File: src/rtl/alu_sched.sv
// alu_sched -- two-port round-robin sequencer for the shared ALU; iterates 1-bit SRA into variable shifts.
// Rev 1.0
`default_nettype none

module alu_sched #(
  parameter int unsigned XLEN    = 32,
  parameter int unsigned OPW     = 6,
  parameter int unsigned OP_SRA  = 13,
  parameter int unsigned OP_SRAI = 29
) (
  input  logic            clk,
  input  logic            rst_n,
  input  logic            req0_valid,
  output logic            req0_ready,
  input  logic [OPW-1:0]  req0_op,
  input  logic [XLEN-1:0] req0_a,
  input  logic [XLEN-1:0] req0_b,
  input  logic            req1_valid,
  output logic            req1_ready,
  input  logic [OPW-1:0]  req1_op,
  input  logic [XLEN-1:0] req1_a,
  input  logic [XLEN-1:0] req1_b,
  output logic            rsp0_valid,
  output logic [XLEN-1:0] rsp0_data,
  output logic            rsp1_valid,
  output logic [XLEN-1:0] rsp1_data,
  output logic [XLEN-1:0] alu_a,
  output logic [XLEN-1:0] alu_b,
  output logic [OPW-1:0]  alu_op,
  input  logic [XLEN-1:0] alu_result,
  output logic            busy
);

  typedef enum logic [1:0] {IDLE, EXEC, SHIFT, RESP} state_e;

  state_e          state_q, state_d;
  logic            last_q, last_d;
  logic            port_q, port_d;
  logic [OPW-1:0]  op_q, op_d;
  logic [XLEN-1:0] a_q, a_d;
  logic [XLEN-1:0] b_q, b_d;
  logic [XLEN-1:0] acc_q, acc_d;
  logic [4:0]      cnt_q, cnt_d;

  logic            is_sra;
  logic [4:0]      shamt;

  assign is_sra = (op_q == OPW'(OP_SRA)) || (op_q == OPW'(OP_SRAI));
  assign shamt  = b_q[4:0];
  assign busy   = (state_q != IDLE);

  always_ff @(posedge clk or negedge rst_n) begin
    if (!rst_n) begin
      state_q <= IDLE;
      last_q  <= 1'b1;
      port_q  <= 1'b0;
      op_q    <= '0;
      a_q     <= '0;
      b_q     <= '0;
      acc_q   <= '0;
      cnt_q   <= '0;
    end else begin
      state_q <= state_d;
      last_q  <= last_d;
      port_q  <= port_d;
      op_q    <= op_d;
      a_q     <= a_d;
      b_q     <= b_d;
      acc_q   <= acc_d;
      cnt_q   <= cnt_d;
    end
  end

  always_comb begin
    state_d    = state_q;
    last_d     = last_q;
    port_d     = port_q;
    op_d       = op_q;
    a_d        = a_q;
    b_d        = b_q;
    acc_d      = acc_q;
    cnt_d      = cnt_q;
    req0_ready = 1'b0;
    req1_ready = 1'b0;
    rsp0_valid = 1'b0;
    rsp0_data  = '0;
    rsp1_valid = 1'b0;
    rsp1_data  = '0;
    alu_op     = '0;
    alu_a      = '0;
    alu_b      = '0;
    case (state_q)
      IDLE: begin
        // rst_n gating keeps both readies low while reset is held
        req0_ready = rst_n & req0_valid & (~req1_valid | last_q);
        req1_ready = rst_n & req1_valid & (~req0_valid | ~last_q);
        if (req0_ready) begin
          port_d  = 1'b0;
          last_d  = 1'b0;
          op_d    = req0_op;
          a_d     = req0_a;
          b_d     = req0_b;
          state_d = EXEC;
        end else if (req1_ready) begin
          port_d  = 1'b1;
          last_d  = 1'b1;
          op_d    = req1_op;
          a_d     = req1_a;
          b_d     = req1_b;
          state_d = EXEC;
        end
      end
      EXEC: begin
        if (!is_sra) begin
          alu_op  = op_q;
          alu_a   = a_q;
          alu_b   = b_q;
          acc_d   = alu_result;
          state_d = RESP;
        end else if (shamt == 5'd0) begin
          acc_d   = a_q;
          state_d = RESP;
        end else begin
          alu_op  = OPW'(OP_SRA);
          alu_a   = a_q;
          acc_d   = alu_result;
          cnt_d   = shamt - 5'd1;
          state_d = (shamt == 5'd1) ? RESP : SHIFT;
        end
      end
      SHIFT: begin
        alu_op = OPW'(OP_SRA);
        alu_a  = acc_q;
        acc_d  = alu_result;
        cnt_d  = cnt_q - 5'd1;
        if (cnt_q == 5'd1) begin
          state_d = RESP;
        end
      end
      RESP: begin
        if (port_q) begin
          rsp1_valid = 1'b1;
          rsp1_data  = acc_q;
        end else begin
          rsp0_valid = 1'b1;
          rsp0_data  = acc_q;
        end
        state_d = IDLE;
      end
      default: state_d = IDLE;
    endcase
  end

endmodule

`default_nettype wire
File: config.mk
export PLATFORM = sky130hd
export DESIGN_NAME = alu_sched
export DESIGN_NICKNAME = d
export VERILOG_FILES = /design/src/rtl/alu_sched.sv
export SDC_FILE = /design/constraint.sdc
export NUM_CORES = 1
export LEC_CHECK = 0
export ABC_AREA = 0
export CAP_MARGIN = 20
export CORE_UTILIZATION = 44
export DETAILED_ROUTE_END_ITERATION = 7
export PLACE_DENSITY = 0.94
export SKIP_CTS_REPAIR_TIMING = 1
export SYNTH_ARGS = -nofsm -noshare
export SYNTH_HDL_FRONTEND = slang
export SYNTH_SLANG_ARGS = --single-unit
File: constraint.sdc
create_clock -name clk -period 7.05 [get_ports clk]
set_input_delay 1.7625 -clock clk [delete_from_list [all_inputs] [get_ports clk]]
set_output_delay 1.7625 -clock clk [all_outputs]
set_load 0.01 [all_outputs]
# == After elaboration in Yosys (flattened, before gate mapping) ==
# Cells that the tools add are included.
# word_totals
register_bits,111
in_bits,176
out_inout_bits,139
# op_classes
addsub,2
n_mux,39
n_bitwise,9
n_reduce_logical,9
eq_ne,11
# ops
op,n
$mux 32,14
$pmux 32 s2,2
$mux 6,3
$pmux 6 s2,1
$mux 1,11
$eq 5x1->1 const B,2
$mux 5,2
$pmux 5 s2,1
$sub 5x1->5 const B,2
$pmux 2 s4,1
$eq 6x4->1 const B,1
$eq 6x5->1 const B,1
$mux 2,3
$ne 2x2->1 const B,3
$reduce_bool 2->1,3
$logic_not 5->1,1
$and 1x1->1,4
$eq 2x2->1 const B,2
$mux 4,1
$reduce_and 2->1,2
$ne 3x3->1 const B,1
$not 1->1,3
$reduce_and 3->1,1
$eq 2x1->1 const B,1
3 further kinds,4

# == Longest topological paths before layout ==
# logic_depth
depth_word,6
ltp_mapped,8

# == Least setup slack after synthesis ==
# OpenSTA, ideal clock, no wires.
# synth_path
kind,input-to-output
start,input req1_valid
end,output req0_ready
stages,5
path_buffers,2
slack_ns,2.718
arrival_ns,2.569
cell_sequence,inv_1 > o211ai_1 > clkbuf_1 > buf_2 > nor2_1
# synth_between
elab_chain_len,4
# synth_rtl
item,line_no,source
"start, declared",18,"input logic req1_valid,"
$not 1->1,95,req0_ready = rst_n & req0_valid & (~req1_valid | last_q);
$or 1x1->1,95,
$and 1x1->1,95,
$mux 1,92,case (state_q)
"end, declared",14,"output logic req0_ready,"
# Every way passes these cells.

# == Final worst setup path ==
# layout_path
start,input rst_n
end,output req0_ready
# layout_between
elab_chain_len,3
# layout_rtl
item,line_no,source
"start, declared",12,"input logic rst_n,"
$and 1x1->1 (2 in series),95,
$mux 1,92,
# Every way passes these cells.

==> impl_results.md <==
* Status: completed
* Post-Synthesis Mean Instance Area at 9.33 um^2
* Fraction of the cycle the final worst path needs at 73.2%
* Share of layout cells above drive strength 1 at 4.43%
* Drt wl/cell at 18.6 um
* Number of nets in the finished design at 1151
* Vias in the first global route at 6233
* Unrepaired setup endpoints after global routing: no
* Wire length of the first global-routing pass at 32400 um
* Post-layout instance area at 9950 um^2
* Critical path origin: rst_n
* Cell with the largest stage delay on the worst path: clkdlybuf4s50_1
* Reg-to-Reg Start: state_q[1]$_DFFE_PN0P_
* Clk buf depth at 2
* Top_reg_cell synth: dfrtp_1
* Count of flip-flops with a built-in enable after synthesis at 0
* Antenna violations before repair at 0
* Placement-stage cell area at 9640 um^2
* R2R setup slack at 4.19 ns
* I/O pin cnt at 315
* Yosys top cell by area: dfrtp_1
* Maximum ir drop on the vdd rail at 0.255 mV
* Largest delay contributor family on the critical path: buffers and inverters
* Clock Sinks at 111
* Post-synthesis instance area at 6430 um^2
* Diodes inserted at 0
* GR Util All Layers at 28.5%
* Top cells by count, synth: 110 x dfrtp_1, 102 x mux2i_1, 80 x nand2_1
* Die span in x at 123 um
* GPL Wtd Cong at 0.844
* Share of synthesized registers carrying an async set or reset at 100%
* Worst-path clk slew at 0.07 ns
* Die height at 123 um
* Reg-to-reg critical path endpoint: cnt_q[4]$_DFFE_PN0P_
* Filler-free cell count of the finished design at 1151
* Most common cell in the synthesized netlist: dfrtp_1
* Detail Route Antenna Nets at 0
* Delay of the slowest cell on the worst path at 0.57 ns
* Time the worst path needs with I/O delays and setup at 5.16 ns
* Crit-path max FO at 57
* Core area at 14000 um^2
* Drt first pass iters at 5
* Worst setup path endpoint: req0_ready
* DRC violation total after the first TritonRoute iteration at 318
* Number of port buffers at 314
* Source-to-sink clock delay at the later pin of the worst-skew pair at 0.35 ns
* Placed cell count at 1134
* H-tree depth at 3
* Area added between synthesis and finish at 54.9%
* Starting density of the core at 45.8%
* Post-Syn Nets at 874
* Clock skew at 0.00918 ns
* Slew margin rel. at 27.7%
* Arr. time, crit path at 3.40 ns
* Number of distinct library cell variants in the gate-level netlist after synthesis at 43
* Yosys warning total at 0
* Post-detailed-placement half-perimeter wirelength at 15500 um
* Class of the tightest hold or removal check: flip-flop to flip-flop
* # Max-Cap Violations at 0
* Cell chain of the critical path: buf_4 > o211ai_1 > nor2_1 > clkdlybuf4s50_1
* Power per Cell Area at 387 nW/um^2
* Hold Vio Cnt, Final at 0
* Post-DR vias/cell at 5.46
* Synth Register Bits at 111
* Number of setup violations in the final report at 0
* Setup crit end kind: primary output
* Kind of critical path: input port to primary output
* Area of the die at 15100 um^2
* Setup TNS at 0 ns
* Share of the core filled with cells at 70.9%
* Post-layout worst setup margin at 1.89 ns
* Pin count of the biggest net entering global routing at 102
* Upper clock frequency limit at 0.194 GHz
* Post-synthesis sequential area ratio at 43.2%
* Number of instances in the synthesized netlist at 689
* Slew at the pin closest to its max-slew limit at 1.08 ns
* Cell depth of the worst setup path at 4
* Clock Tree Root: clkbuf_16
* # rows at 43
* Crit path required time at 5.29 ns
* FF-to-FF path depth at 6
* Num CTS Buffers at 9
* LEAKAGE at 4.87 nW
* Post-route DRC at 0
* Placement-stage worst setup slack at 1.86 ns
* GR Overflow Total at 0
* Number of vias in the routed layout at 6284
* Leading cell types by total area after synthesis: dfrtp_1 43%, mux2i_1 16%, and3_1 6.3%, o21ai_0 5.8%, nand2_1 4.7%
* Total design power at 3.85 mW
* Final WL at 21500 um
* Fraction of synthesized cell area taken by the top area cell type at 42.8%
* Type of origin of the critical path: input port
* Buffer and inverter count on the worst path at 2
* Count of pins over their slew limit at 0
* Min Hold Slack at 0.471 ns
* TritonCTS clock tree: yes
==> report_power, final <==
group	internal, mW	switching (mW)
logic	1.05	1.05
clock network	0.259	0.236
registers	0.951	0.303
total	2.26	1.59
==> kinds of logic (layout without fill, tap and decap cells) <==
group | Yosys count | after routing | synth area share (%)
adder cells (fa/ha/maj) | 9 | 9 | 1.75
buffers and inverters | 70 | 352 | 4.59
AND/OR/NAND/NOR | 237 | 237 | 19.0
AO/OA/AOI/OAI | 155 | 155 | 14.8
XOR/XNOR | 3 | 3 | 0.409
flip-flops | 111 | 111 | 43.2
multiplexers | 104 | 104 | 16.2
==> layer usage <==
metal	vias up	part of all wire (%)	track usage [%]	routed length [um]
met5	-	0	0	0
met4	0	2.6	13.8	561
met3	50	6.1	5.58	1320
met2	270	52	50.0	11200
met1	2980	39	33.1	8340
li1	2984	-	-	-
==> worst min-delay path by stage <==
stage	cells after the start	slack, ns	to	start
6_report	2	0.47	last_q$_DFFE_PN1P_	last_q$_DFFE_PN1P_
5_1_grt	2	0.49	last_q$_DFFE_PN1P_	last_q$_DFFE_PN1P_
4_1_cts	2	0.47	last_q$_DFFE_PN1P_	last_q$_DFFE_PN1P_
3_5_place_dp	2	0.46	last_q$_DFFE_PN1P_	last_q$_DFFE_PN1P_
3_3_place_gp	2	0.45	b_q[30]$_DFFE_PN0P_	b_q[30]$_DFFE_PN0P_
2_1_floorplan	2	0.44	b_q[10]$_DFFE_PN0P_	b_q[10]$_DFFE_PN0P_
==> state kept, by name (all words and copies together), names as in the netlist <==
register / cells
b_q: 32
op_q: 6
acc_q: 32
port_q: 1
last_q: 1
cnt_q: 5
state_q: 2
a_q: 32
==> cell usage in the layout (no fill, tap or decap), types with 3 or more instances in the layout <==
cell type,netlist,routed
and3_1,65,65
a21oi_1,35,35
clkbuf_16,0,9
xnor2_1,3,3
nand3_1,4,4
clkdlybuf4s50_1,0,313
ha_1,9,8
dfrtp_1,110,110
a22o_1,33,33
nor2_1,36,36
nand2_1,80,80
buf_4,0,13
and2_1,34,34
a41o_1,3,3
clkinv_2,0,3
inv_1,9,9
o21ai_0,74,74
mux2i_1,102,102
==> worst min-delay path, stage by stage, from the launching register on <==
cell and delay, ns:
dfstp_2 0.38, inv_1 0.04, a21oi_1 0.05
==> cell type report <==
class                           instances  area (um^2)
Clock buffer                           11          253
Multi-Input combinational cell        508         3370
Timing Repair Buffer                  327         3260
Inverter                                9         33.8
Tap cell                              180          225
Sequential cell                       111         2780
Fill cell                            1003         4090
Clock inverter                          5         31.3
Power figures use the tool's default switching activity.
